==> config.mk <==
export PLATFORM = sky130hd
export DESIGN_NAME = uart_rx
export DESIGN_NICKNAME = d
export VERILOG_FILES = /design/src/rtl/uart_rx.sv
export SDC_FILE = /design/constraint.sdc
export NUM_CORES = 1
export LEC_CHECK = 0
export ABC_AREA = 1
export CORE_UTILIZATION = 40
export DETAILED_ROUTE_END_ITERATION = 8
export PLACE_DENSITY = 0.63
export SYNTH_ARGS = -nofsm -noshare
export SYNTH_HDL_FRONTEND = slang
export SYNTH_SLANG_ARGS = --single-unit
export TNS_END_PERCENT = 5
==> constraint.sdc <==
create_clock -name i_clk -period 2.15 [get_ports i_clk]
set_input_delay 0.3225 -clock i_clk [delete_from_list [all_inputs] [get_ports i_clk]]
set_output_delay 0.3225 -clock i_clk [all_outputs]
set_load 0.005 [all_outputs]
==> src/rtl/uart_rx.sv <==
// 8E1 UART receiver: two-flop input synchronizer, mid-bit sampling FSM,
// registered byte/valid/error outputs and a break-wait state after a framing error.
`timescale 1ns/1ps

module uart_rx #(
    parameter int INPUT_CLOCK_FREQ = 100_000_000,
    parameter int BAUD_RATE        = 9600,
    parameter int CYCLES_PER_BAUD  = INPUT_CLOCK_FREQ / BAUD_RATE
) (
    input  logic       i_clk,
    input  logic       i_rst,
    input  logic       i_rx,
    output logic [7:0] o_data,
    output logic       o_valid,
    output logic       o_parity_err,
    output logic       o_frame_err,
    output logic       o_busy
);

    localparam int CW = $clog2(CYCLES_PER_BAUD);
    typedef logic [CW-1:0] cnt_t;
    localparam cnt_t HALF_BAUD = cnt_t'(CYCLES_PER_BAUD / 2);
    localparam cnt_t LAST_BAUD = cnt_t'(CYCLES_PER_BAUD - 1);

    typedef enum logic [2:0] {
        IDLE,
        START,
        DATA,
        PARITY,
        STOP,
        BREAK_WAIT
    } state_t;

    logic       rx_meta_q, rx_s_q;
    state_t     state_q, state_d;
    cnt_t       cnt_q, cnt_d;
    logic [2:0] bit_idx_q, bit_idx_d;
    logic [7:0] shift_q, shift_d;
    logic       par_q, par_d;
    logic [7:0] data_q, data_d;
    logic       valid_q, valid_d;
    logic       perr_q, perr_d;
    logic       ferr_q, ferr_d;

    // Synchronizer resets to the idle-line level so reset never fakes a start edge.
    always_ff @(posedge i_clk) begin
        if (i_rst) begin
            rx_meta_q <= 1'b1;
            rx_s_q    <= 1'b1;
        end else begin
            rx_meta_q <= i_rx;
            rx_s_q    <= rx_meta_q;
        end
    end

    // NOTE: all state uses non-blocking assignments so every register sees the pre-edge values.
    always_ff @(posedge i_clk) begin
        if (i_rst) begin
            state_q   <= IDLE;
            cnt_q     <= '0;
            bit_idx_q <= '0;
            shift_q   <= '0;
            par_q     <= 1'b0;
            data_q    <= '0;
            valid_q   <= 1'b0;
            perr_q    <= 1'b0;
            ferr_q    <= 1'b0;
        end else begin
            state_q   <= state_d;
            cnt_q     <= cnt_d;
            bit_idx_q <= bit_idx_d;
            shift_q   <= shift_d;
            par_q     <= par_d;
            data_q    <= data_d;
            valid_q   <= valid_d;
            perr_q    <= perr_d;
            ferr_q    <= ferr_d;
        end
    end

    always_comb begin
        // NOTE: every output gets a default first; without it a missed branch infers a latch.
        state_d   = state_q;
        cnt_d     = cnt_q;
        bit_idx_d = bit_idx_q;
        shift_d   = shift_q;
        par_d     = par_q;
        data_d    = data_q;
        valid_d   = 1'b0;
        perr_d    = 1'b0;
        ferr_d    = 1'b0;

        unique case (state_q)
            IDLE: begin
                if (!rx_s_q) begin
                    state_d = START;
                    cnt_d   = '0;
                end
            end
            START: begin
                if (cnt_q == HALF_BAUD) begin
                    cnt_d     = '0;
                    bit_idx_d = '0;
                    state_d   = rx_s_q ? IDLE : DATA;
                end else begin
                    cnt_d = cnt_q + 1'b1;
                end
            end
            DATA: begin
                if (cnt_q == LAST_BAUD) begin
                    cnt_d     = '0;
                    shift_d   = {rx_s_q, shift_q[7:1]};
                    bit_idx_d = bit_idx_q + 1'b1;
                    if (bit_idx_q == 3'd7) state_d = PARITY;
                end else begin
                    cnt_d = cnt_q + 1'b1;
                end
            end
            PARITY: begin
                if (cnt_q == LAST_BAUD) begin
                    cnt_d   = '0;
                    par_d   = rx_s_q;
                    state_d = STOP;
                end else begin
                    cnt_d = cnt_q + 1'b1;
                end
            end
            STOP: begin
                if (cnt_q == LAST_BAUD) begin
                    cnt_d   = '0;
                    data_d  = shift_q;
                    valid_d = 1'b1;
                    perr_d  = par_q ^ (^shift_q);
                    ferr_d  = !rx_s_q;
                    state_d = rx_s_q ? IDLE : BREAK_WAIT;
                end else begin
                    cnt_d = cnt_q + 1'b1;
                end
            end
            BREAK_WAIT: begin
                if (rx_s_q) state_d = IDLE;
            end
            default: state_d = IDLE;
        endcase
    end

    assign o_data       = data_q;
    assign o_valid      = valid_q;
    assign o_parity_err = perr_q;
    assign o_frame_err  = ferr_q;
    assign o_busy       = (state_q != IDLE);

endmodule

== After elaboration in Yosys (flattened, before gate mapping) ==
Index checks and enable logic that the tools add are counted.

* Register bits: 42
* Input port bits: 3
* Output and inout bits: 12
* Logic and storage cells: 64

* Add/subtract/negate cells: 2
* Equal/unequal tests: 15
* Multiplexer cells: 18
* Bitwise operators: 3
* Reduce and logical (&&, ||, !) cells: 15

{| class="wikitable"
|+ Operators with widths
! cell !! count
|-
| 14-bit two-way mux || 3
|-
| 14-bit case mux with 3 select lines || 1
|-
| 3-bit two-way mux || 10
|-
| 3-bit case mux with 6 select lines || 1
|-
| 14-bit by 1-bit adder with 14-bit output, second input constant || 1
|-
| 14-bit by 13-bit equality test with 1-bit output, second input constant || 1
|-
| 14-bit equality test, second input constant || 1
|-
| 2-bit != test, second input constant || 7
|-
| 3-bit equality test, second input constant || 3
|-
| 2-bit AND reduction || 4
|-
| 8-bit XOR reduction || 1
|-
| 7-bit AND reduction || 1
|-
| 3-bit by 2-bit equality test with 1-bit output, second input constant || 2
|-
| 3-bit case mux with 2 select lines || 1
|-
| 3-bit nonzero test || 2
|-
| 3-bit OR reduction || 2
|-
| 3-bit by 1-bit adder with 3-bit output, second input constant || 1
|-
| 3-bit by 1-bit equality test with 1-bit output, second input constant || 1
|-
| 3-bit zero test || 1
|-
| 3-bit AND reduction || 1
|-
| 2-bit two-way mux || 1
|-
| 1-bit inverter || 2
|-
| 2-bit nonzero test || 1
|-
| 2-bit OR reduction || 1
|-
| 3 further kinds || 3
|}

== Longest topological paths before layout ==
Gate-level depths: netlist of the first run.

* Word-level depth: 4
* Mapped depth: 13
* Depth with buffers taken out: 13

== Worst setup path after synthesis of the first run ==
Ideal clock, no wire load.

* Path kind: flip-flop to flip-flop
* Start: register cnt_q[1]
* End: register par_q
* Setup time: 0.116 ns
* Arrival time: 1.315 ns
* Required time: 2.034 ns
* Path slack: 0.719 ns
* Stages on the path, launching flop included: 8
* Buffers on the path: 0
* Clock period less this slack: 1.431 ns
* Cells stage by stage: dfxtp_1 ha_1 nand3_2 nor2_4 nand2_2 or2_0 o21ai_0 nor2_1

* Word-level cells in the longest chain between the ends: 2

{| class="wikitable"
|+ Ends and longest elaborated chain
! item !! line !! text
|-
| start: declaration || 36 || <nowiki>cnt_t cnt_q, cnt_d;</nowiki>
|-
| start signal: assignment || 70 || <nowiki>cnt_q <= cnt_d;</nowiki>
|-
| 14-bit equality test || 120 || <nowiki>if (cnt_q == LAST_BAUD) begin</nowiki>
|-
| 2-bit AND reduction (no source line) || n/a ||
|-
| end signal: assignment || 73 || <nowiki>par_q <= par_d;</nowiki>
|-
| end: declaration || 39 || <nowiki>logic par_q, par_d;</nowiki>
|}

Every way passes these cells.
A chain may end at the register's enable or synchronous reset.

== Final worst setup path of the first run ==
* Start: register cnt_q[1]
* End: register bit_idx_q[1]

* Word-level cells in the longest chain between the ends: 3
* Elaborated cells between the ends (all ways): 5
* Classes of those cells: eq/ne: 4; reduce/logical: 1

{| class="wikitable"
|+ Ends and longest elaborated chain
! item !! line !! text
|-
| 14-bit equality test or 14-bit by 13-bit equality test with 1-bit output (tied branches) || 110, 101 ||
|-
| 2-bit != test (no source line) || n/a ||
|-
| 3-bit AND reduction (no source line) (*) || n/a ||
|-
| end signal: assignment || 71 || <nowiki>bit_idx_q <= bit_idx_d;</nowiki>
|-
| end: declaration || 37 || <nowiki>logic [2:0] bit_idx_q, bit_idx_d;</nowiki>
|}

Every way passes the cells marked *; elsewhere a longest branch is shown, timed or not.

==> results of run 1 <==
## path summary, 6_finish.rpt
path | to | slack, ns | cells after the start
setup / recovery | bit_idx_q[1] | 0.38 | 8
hold / removal | rx_s_q | 0.41 | 1
setup reg to reg | bit_idx_q[1] | 0.38 | 8
hold reg to reg | rx_s_q | 0.41 | 1
## through the flow
| stage | setup WS (ns) | hold WS [ns] | instance area [µm²] | util [%] |
|---|---|---|---|---|
| CTS | 0.380 | 0.417 | 2560 | 48.8 |
| global placement | 0.449 | 0.397 | 2450 | 46.7 |
| detailed placement | 0.396 | 0.396 | 2450 | 46.7 |
| floorplan | 0.719 | 0.389 | 2240 | - |
| finish | 0.383 | 0.414 | 2560 | 48.8 |
| global route | 0.151 | 0.449 | 2560 | 48.8 |
## per-layer routing
metal	share of wire [%]	wire, µm	GRT usage, %	vias to the layer above
met5	0	0	0	-
met1	47	2240	20.0	918
met4	2.4	114	7.88	0
li1	-	-	-	1096
met2	46	2190	29.4	41
met3	3.9	186	3.93	13
## power groups by stage
| stage | clock, mW | sequential (mW) | combinational [mW] |
|---|---|---|---|
| CTS | 0.650 | 0.903 | 0.919 |
| global placement | 0 | 0.919 | 0.906 |
| global route | 0.687 | 0.912 | 1.02 |
| floorplan | 0 | 0.904 | 0.710 |
| finish | 0.629 | 0.904 | 0.904 |
| detailed placement | 0 | 0.921 | 0.918 |
## worst max-delay path, cell delays in order (launching register included)
cell and delay [ns]:
dfxtp_1 0.38, ha_1 0.25, nand3_2 0.13, nor2_4 0.15, nand3_2 0.26, nand2_1 0.28, nand3_1 0.10, nand2_1 0.07
nor2_1 0.04
## sequential cells by signal, indices dropped and copies added, names as in the netlist
register	cells
cnt_q	14
rx_meta_q	1
o_data	8
shift_q	8
state_q	3
o_frame_err	1
o_valid	1
rx_s_q	1
bit_idx_q	3
o_parity_err	1
par_q	1
## layout make-up
class / count / area [µm²]
clock buffer: 6 / 72.6
clock inverter: 2 / 37.5
fill: 545 / 2680
inverter: 47 / 181
multi-input combinational: 242 / 1190
sequential: 42 / 841
tap: 70 / 87.6
timing repair buffer: 15 / 148
## cell usage in the layout, fill, tap and decap left out, types with 6 or more instances in the layout
cell type / count
a21oi_1: 25
nor2_1: 36
nand4_1: 6
nand3_1: 25
nand2_1: 95
dfxtp_1: 42
clkdlybuf4s50_1: 14
o21ai_0: 16
inv_1: 44
## cell families (layout without fill, tap and decap cells)
logic type	after synthesis	count (layout)
fa+ha+maj	4	4
xor+xnor	4	4
simple gates	187	187
flops	42	42
compound gates	47	47
buf+inv	53	70
==> results.yml, run 1 <==
run_status:
  status: "complete, no violations"
power:
  power_frac_clock_pct: 25.8
  leakage_nw: 1.12
  sw_frac_of_total_pct: 39.6
  ir_drop_v: 0.000448
  seqPwrFrac_pct: 37.1
  power_switching_mw: 0.966
  power.density_nw_per_um2: 953
  p_comb_share_pct: 37.1
  internal_power_mw: 1.47
  finalPower_mw: 2.44
die:
  initial_core_util_pct: 42.7
  core_area_um2: 5240
  dieHeight_um: 76.8
  std_cell_rows: 26
  ioPinCount: 15
  dieArea_um2: 5900
  die_w_um: 76.8
setup_path:
  crit_path_start_kind: "register"
  r2r-start: "cnt_q[1]"
  endpoint_kind: "register"
  path_class: "reg -> reg"
  worst_ep_arrival_time_ns: 1.96
  critical_path.startpoint: "cnt_q[1]"
  worstPathRequired_ns: 2.35
  cp_max_fo: 17
sta:
  period_needed_ns: 1.77
  finalHoldViolations: 0
  drv_slew: 0
  setup_tns_ns: 0
  worst_slew_pin_slew_ns: 0.719
  max_freq_mhz: 566
  rsz0062_at_grt: "no"
  setup_viol: 0
  fin_skew_ns: 0.00995
  max-slew-margin-rel_pct: 52.0
  period_share_pct: 82.2
global_routing:
  antenna_found_initial: 0
  grt_overflow_total: 0
  grt_usage_pct: 17.1
  grt_first_pass_wirelength_mm: 8.18
  grt_pass1_vias: 1908
  grt_max_degree: 24
placed_design:
  port_buffers: 14
  gp_congestion: 0.841
  hpwl_mm: 3.43
  dp.cells: 416
yosys:
  synth-xor-area-share_pct: 1.57
  synth-seq-cells: 42
  synth.top_cell.area_share_pct: 37.6
  synth-async-reset-ratio_pct: 0
  ys_warn_count: 0
  ys_top_cells_by_count: "95 x nand2_1, 44 x inv_1, 42 x dfxtp_1"
  synthFlopType: "dfxtp_1"
  yosysMostFrequentCell: "nand2_1"
  yosys-top-cells-area: "dfxtp_1 38%, nand2_1 16%, inv_1 7.4%, nor2_1 6.0%, a21oi_1 5.6%"
  synthAdderAreaFrac_pct: 2.24
  synthSimpleGateAreaFrac_pct: 38.4
  yosys.area.top_type: "dfxtp_1"
  yosysUniqueCellTypes: 30
  synth-compound-area-share_pct: 10.9
  syn_avg_cell_area_um2: 6.64
  syn_nets: 344
  synthCells: 337
  synth_edf_count: 0
  synth_top_family_by_area: "simple AND/OR/NAND/NOR gates"
  ys_seq_area_share_pct: 37.6
  synthMuxAreaShare_pct: 0
  netlist_area_um2: 2240
clock_network:
  cts-hold-fix-buffers: 0
  cts_buffer_depth: 2
  post-cts-setup-buffers: 0
  cts_buffers: 5
  cts_tree: "built"
  post_cts_resized: 0
  cts-htree-levels: 2
  clock-sinks: 42
  insertion_delay_ns: 0.30
  cts.clk_slew.worst_paths_ns: 0.09
  clockRootBuffer: "clkbuf_8"
route:
  drtAntennaViolNets: 0
  drt_iter0_markers: 127
  vias: 2068
  via_per_inst: 4.88
  wl_mm: 4.74
  dr.pass1.iters: 4
  wire_per_inst_um: 11.2
  drc: 0
layout:
  area_growth_pct: 14.2
  nets: 360
  antenna-diode-count: 0
  instances_no_fill: 424
  drive_gt1_share_pct: 8.19
hold_path:
  hp-start: "rx_meta_q"
  hold_class: "reg -> reg"
run:
  cap_violations: 0
No activity file was read; power rests on OpenSTA's default activity.
==> run 2: changes to the inputs <==
--- a/config.mk
+++ b/config.mk
@@ -8,7 +8,7 @@
 export ABC_AREA = 1
 export CORE_UTILIZATION = 40
 export DETAILED_ROUTE_END_ITERATION = 8
-export PLACE_DENSITY = 0.63
+export PLACE_DENSITY = 0.65
 export SYNTH_ARGS = -nofsm -noshare
 export SYNTH_HDL_FRONTEND = slang
 export SYNTH_SLANG_ARGS = --single-unit
==> constraint.sdc (replaced) <==
create_clock -name i_clk -period 1.6 [get_ports i_clk]
set_input_delay 0.24 -clock i_clk [delete_from_list [all_inputs] [get_ports i_clk]]
set_output_delay 0.24 -clock i_clk [all_outputs]
set_load 0.005 [all_outputs]
==> run 2 against run 1 <==
Net effect:
- cell area is 3.9% higher
- core utilization is 1.9 points higher
- via count is 0.77% higher
- non-clock buffer count is 6 higher
- count of clock-buffer cells in the layout is 1 lower
- critical endpoint is now o_busy
- highest routed layer unchanged
==> results.yml, run 2 (synthesized netlist as in run 1, its figures left out) <==
run_status:
  status: "complete, no violations"
setup_path:
  r2r_slack_ns: 0.10
  r2r-start: "cnt_q[0]"
  cp_max_fo: 5
  reg2reg_to: "cnt_q[1]"
  r2r_cells: 13
  worst_ep_arrival_time_ns: 1.30
  worstPathRequired_ns: 1.36
  crit_path_start_kind: "register"
  path_class: "reg -> out"
  endpoint_kind: "output port"
global_routing:
  met1_usage_pct: 21.6
  grt_max_degree: 24
  met2_usage_pct: 30.0
  grt_first_pass_wirelength_mm: 8.40
  top_usage_layer: "met2"
  grt_pass1_vias: 1941
  grt_usage_pct: 17.8
  grt_overflow_total: 0
  antenna_found_initial: 0
  gr-usage-met3_pct: 3.57
clock_network:
  cts_tree: "built"
  cts-htree-levels: 2
  cts.clk_slew.worst_paths_ns: 0.08
  clockRootBuffer: "clkbuf_8"
  cts-hold-fix-buffers: 0
  post-cts-setup-buffers: 0
  insertion_delay_ns: 0.30
  cts_buffer_depth: 2
  cts_buffers: 5
  clock-sinks: 42
route:
  wl_mm: 4.75
  drtAntennaViolNets: 0
  drc: 0
  drt_iter0_markers: 139
  dr.pass1.iters: 4
  wire_per_inst_um: 11.0
  vias: 2084
  via_per_inst: 4.84
sta:
  max_freq_mhz: 651
  worst_slew_pin_slew_ns: 0.284
  period_needed_ns: 1.54
  fin_skew_ns: 0.00759
  drv_slew: 0
  rsz0062_at_grt: "yes"
  setup_viol: 0
  finalHoldViolations: 0
  period_share_pct: 96.1
  max-slew-margin-rel_pct: 80.9
  setup_tns_ns: 0
die:
  ioPinCount: 15
  dieArea_um2: 5900
  die_w_um: 76.8
  initial_core_util_pct: 42.7
  core_area_um2: 5240
  dieHeight_um: 76.8
  std_cell_rows: 26
hold_path:
  whs_endpoint: "rx_s_q"
  hp-start: "rx_meta_q"
  hold_class: "reg -> reg"
  hold_depth: 1
placed_design:
  gp_congestion: 0.864
  hpwl_mm: 3.43
  dp.cells: 422
  port_buffers: 14
layout:
  ff_latch_area_um2: 852
  antenna-diode-count: 0
  fillers: 529
  final_common_cell: "nand2_1"
  regMostFlops: "cnt_q"
  multi_input_area_um2: 1210
  instances_no_fill: 431
  largest_reg_flops: 14
  drive_gt1_share_pct: 13.3
  final_cell_mix: "94 x nand2_1, 42 x inv_1, 37 x dfxtp_1"
  area_growth_pct: 18.7
  nets: 367
power:
  finalPower_mw: 3.47
  ir_drop_v: 0.00102
  power.density_nw_per_um2: 1310
  leakage_nw: 1.16
run:
  cap_violations: 0
[run 2: final cells by class]
cell class / instances / share of cell area, %
multi-input cells: 243 / 45.7
clock inverters: 3 / 1.65
repair buffers: 21 / 7.72
inverters: 47 / 6.92
clock buffers: 5 / 2.59
flip-flops and latches: 42 / 32.1
well taps: 70 / 3.30
[run 2: worst max path at each step]
stage / from / endpoint / depth (start not counted) / slack (ns)
finish: state_q[1] / o_busy / 3 / 0.06
global placement: cnt_q[0] / cnt_q[1] / 13 / 0.003
floorplan: cnt_q[1] / par_q / 7 / 0.17
global route: cnt_q[0] / cnt_q[9] / 11 / -0.01
CTS: state_q[2] / o_busy / 3 / 0.003
detailed placement: cnt_q[0] / cnt_q[1] / 13 / -0.02
[run 2: stage by stage]
step	hold WS, ns	setup WS (ns)	area [µm²]	util [%]
2_1_floorplan	0.344	0.169	2240	-
3_3_place_gp	0.398	0.00333	2500	47.8
3_5_place_dp	0.396	-0.0151	2500	47.8
4_1_cts	0.414	0.00279	2630	50.2
5_1_grt	0.431	-0.0148	2660	50.7
6_report	0.412	0.0629	2660	50.7
[run 2: where the power goes]
group | total [mW] | switching, mW | internal (mW)
logic | 1.35 | 0.878 | 0.475
clock network | 0.866 | 0.399 | 0.468
registers | 1.25 | 0.0962 | 1.15
total | 3.47 | 1.37 | 2.09
[run 2: critical path: stages, from the launching register on]
cell	delay, ns
dfxtp_2	0.39
nor2_4	0.06
nand2_1	0.05
clkdlybuf4s50_1	0.50
[run 2: metal layers]
layer	part of all wire, %	wire [µm]	up-vias
li1	-	-	1108
met1	49	2340	926
met2	45	2160	41
met3	3.7	175	9
met4	1.6	76	0
met5	0	0	-
[run 2: what timing repair did]
action                                  CTS  global route
pin swaps                                 0             1
endpoints found under the setup margin    8            29
hold endpoints to repair                  0             0
cloned                                    0             1
gates resized for setup                   5            13
==> run 3: changes to the inputs <==
--- a/config.mk
+++ b/config.mk
@@ -6,9 +6,10 @@
 export NUM_CORES = 1
 export LEC_CHECK = 0
 export ABC_AREA = 1
-export CORE_UTILIZATION = 40
+export CORE_UTILIZATION = 53
 export DETAILED_ROUTE_END_ITERATION = 8
-export PLACE_DENSITY = 0.65
+export PLACE_DENSITY = 0.81
+export RECOVER_POWER = 25
 export SYNTH_ARGS = -nofsm -noshare
 export SYNTH_HDL_FRONTEND = slang
 export SYNTH_SLANG_ARGS = --single-unit
==> run 3 against run 2 <==
Net effect:
- flip-flop and latch count stayed put
- setup slack got worse by 0.0078 ns
- die area shrank 24%
- largest power group unchanged
==> results.yml, run 3 (synthesized netlist as in run 1, its figures left out) <==
layout:
  final_common_cell: "nand2_1"
  drive_gt1_share_pct: 11.9
  area_growth_pct: 15.7
  post-route-util_pct: 64.3
  final_cell_mix: "95 x nand2_1, 43 x inv_1, 38 x dfxtp_1"
  regMostFlops: "cnt_q"
  largest_reg_flops: 14
  nets: 367
  fillers: 352
  antenna-diode-count: 0
route:
  vias: 2118
  drtAntennaViolNets: 0
  drt_iter0_markers: 183
  wl_mm: 4.68
  wire_per_inst_um: 11.4
  dr.pass1.iters: 5
  drc: 0
  via_per_inst: 5.15
sta:
  fin_skew_ns: 0.0110
  period_needed_ns: 1.54
  max-slew-margin-rel_pct: 79.5
  setup_viol: 0
  worst_slew_pin_slew_ns: 0.307
  max_freq_mhz: 647
  finalHoldViolations: 0
  hold-worst-slack_ns: 0.415
  period_share_pct: 96.6
  rsz0062_at_grt: "yes"
  drv_slew: 0
die:
  dieHeight_um: 67.0
  ioPinCount: 15
  initial_core_util_pct: 55.6
  core_area_um2: 4030
  std_cell_rows: 23
  dieArea_um2: 4490
  die_w_um: 67.0
clock_network:
  cts.clk_slew.worst_paths_ns: 0.08
  post-cts-setup-buffers: 0
  insertion_delay_ns: 0.31
  cts_buffers: 5
  clockRootBuffer: "clkbuf_8"
  cts-htree-levels: 2
  cts_tree: "built"
  clock-sinks: 42
  cts_buffer_depth: 2
power:
  leakage_nw: 1.18
  power_frac_clock_pct: 22.2
  p_comb_share_pct: 39.9
  sw_frac_of_total_pct: 41.0
  power_switching_mw: 1.34
  internal_power_mw: 1.93
  ir_drop_v: 0.000801
  seqPwrFrac_pct: 37.9
  power.density_nw_per_um2: 1260
run:
  cap_violations: 0
run_status:
  status: "complete, no violations"
global_routing:
  antenna_found_initial: 0
  grt_max_degree: 17
  grt_overflow_total: 0
  grt_pass1_vias: 1753
  grt_first_pass_wirelength_mm: 7.65
  grt_usage_pct: 22.8
setup_path:
  path_class: "reg -> out"
  crit_path_start_kind: "register"
  worstPathRequired_ns: 1.36
  endpoint_kind: "output port"
  cp_max_fo: 5
  worst_ep_arrival_time_ns: 1.30
placed_design:
  gp_congestion: 0.909
  port_buffers: 14
  hpwl_mm: 3.38
hold_path:
  hold_class: "reg -> reg"
==> run 3: area by class of cell <==
| cell class | instances | area, µm² | area share (%) |
|---|---|---|---|
| Inverter | 47 | 181 | 7.00 |
| Tap cell | 50 | 62.6 | 2.42 |
| Timing Repair Buffer | 22 | 196 | 7.58 |
| Multi-Input combinational cell | 242 | 1210 | 46.7 |
| Clock inverter | 2 | 12.5 | 0.483 |
| Clock buffer | 6 | 82.6 | 3.19 |
| Sequential cell | 42 | 846 | 32.7 |
==> run 3: repair_timing <==
item / 4_1_cts / 5_1_grt
gates resized for setup: 3 / 7
hold buffers: 0 / 0
setup endpoints to repair: 1 / 21
==> run 3: worst paths after layout <==
kind | start | to | slack (ns) | cells after the start
worst max-delay path | state_q[1] | o_busy | 0.06 | 3
worst min-delay path | rx_meta_q | rx_s_q | 0.41 | 1
worst max register to register | cnt_q[1] | cnt_q[9] | 0.08 | 11
worst min register to register | rx_meta_q | rx_s_q | 0.41 | 1
==> run 3: critical path, stage by stage (launching register included) <==
cell and delay, ns:
dfxtp_2 0.36, nor2_2 0.15, nand2_1 0.06, clkdlybuf4s50_1 0.44
==> run 3: routing by layer <==
layer / GRT usage, % / wire length, µm / vias to the layer above
li1: - / - / 1119
met5: 0 / 0 / -
met1: 27.6 / 2220 / 944
met3: 5.14 / 206 / 6
met4: 8.78 / 70 / 0
met2: 38.6 / 2190 / 49
==> run 3: metrics by stage <==
| step | setup WS, ns | total power [mW] | std cells | area (µm²) | setup TNS (ns) |
|---|---|---|---|---|---|
| floorplan | 0.169 | 2.17 | 337 | 2240 | 0 |
| CTS | 0.0236 | 3.23 | 411 | 2570 | 0 |
| finish | 0.0551 | 3.26 | 411 | 2590 | 0 |
| global placement | 0.117 | 2.48 | 403 | 2470 | 0 |
| detailed placement | 0.0579 | 2.50 | 403 | 2470 | 0 |
| global route | -0.00810 | 3.45 | 411 | 2590 | -0.0153 |
==> run 3: power groups by stage <==
| stage | clock network [mW] | registers (mW) | logic (mW) |
|---|---|---|---|
| floorplan | 0 | 1.21 | 0.954 |
| global placement | 0 | 1.23 | 1.25 |
| detailed placement | 0 | 1.23 | 1.27 |
| CTS | 0.737 | 1.21 | 1.27 |
| global route | 0.782 | 1.25 | 1.42 |
| finish | 0.723 | 1.24 | 1.30 |
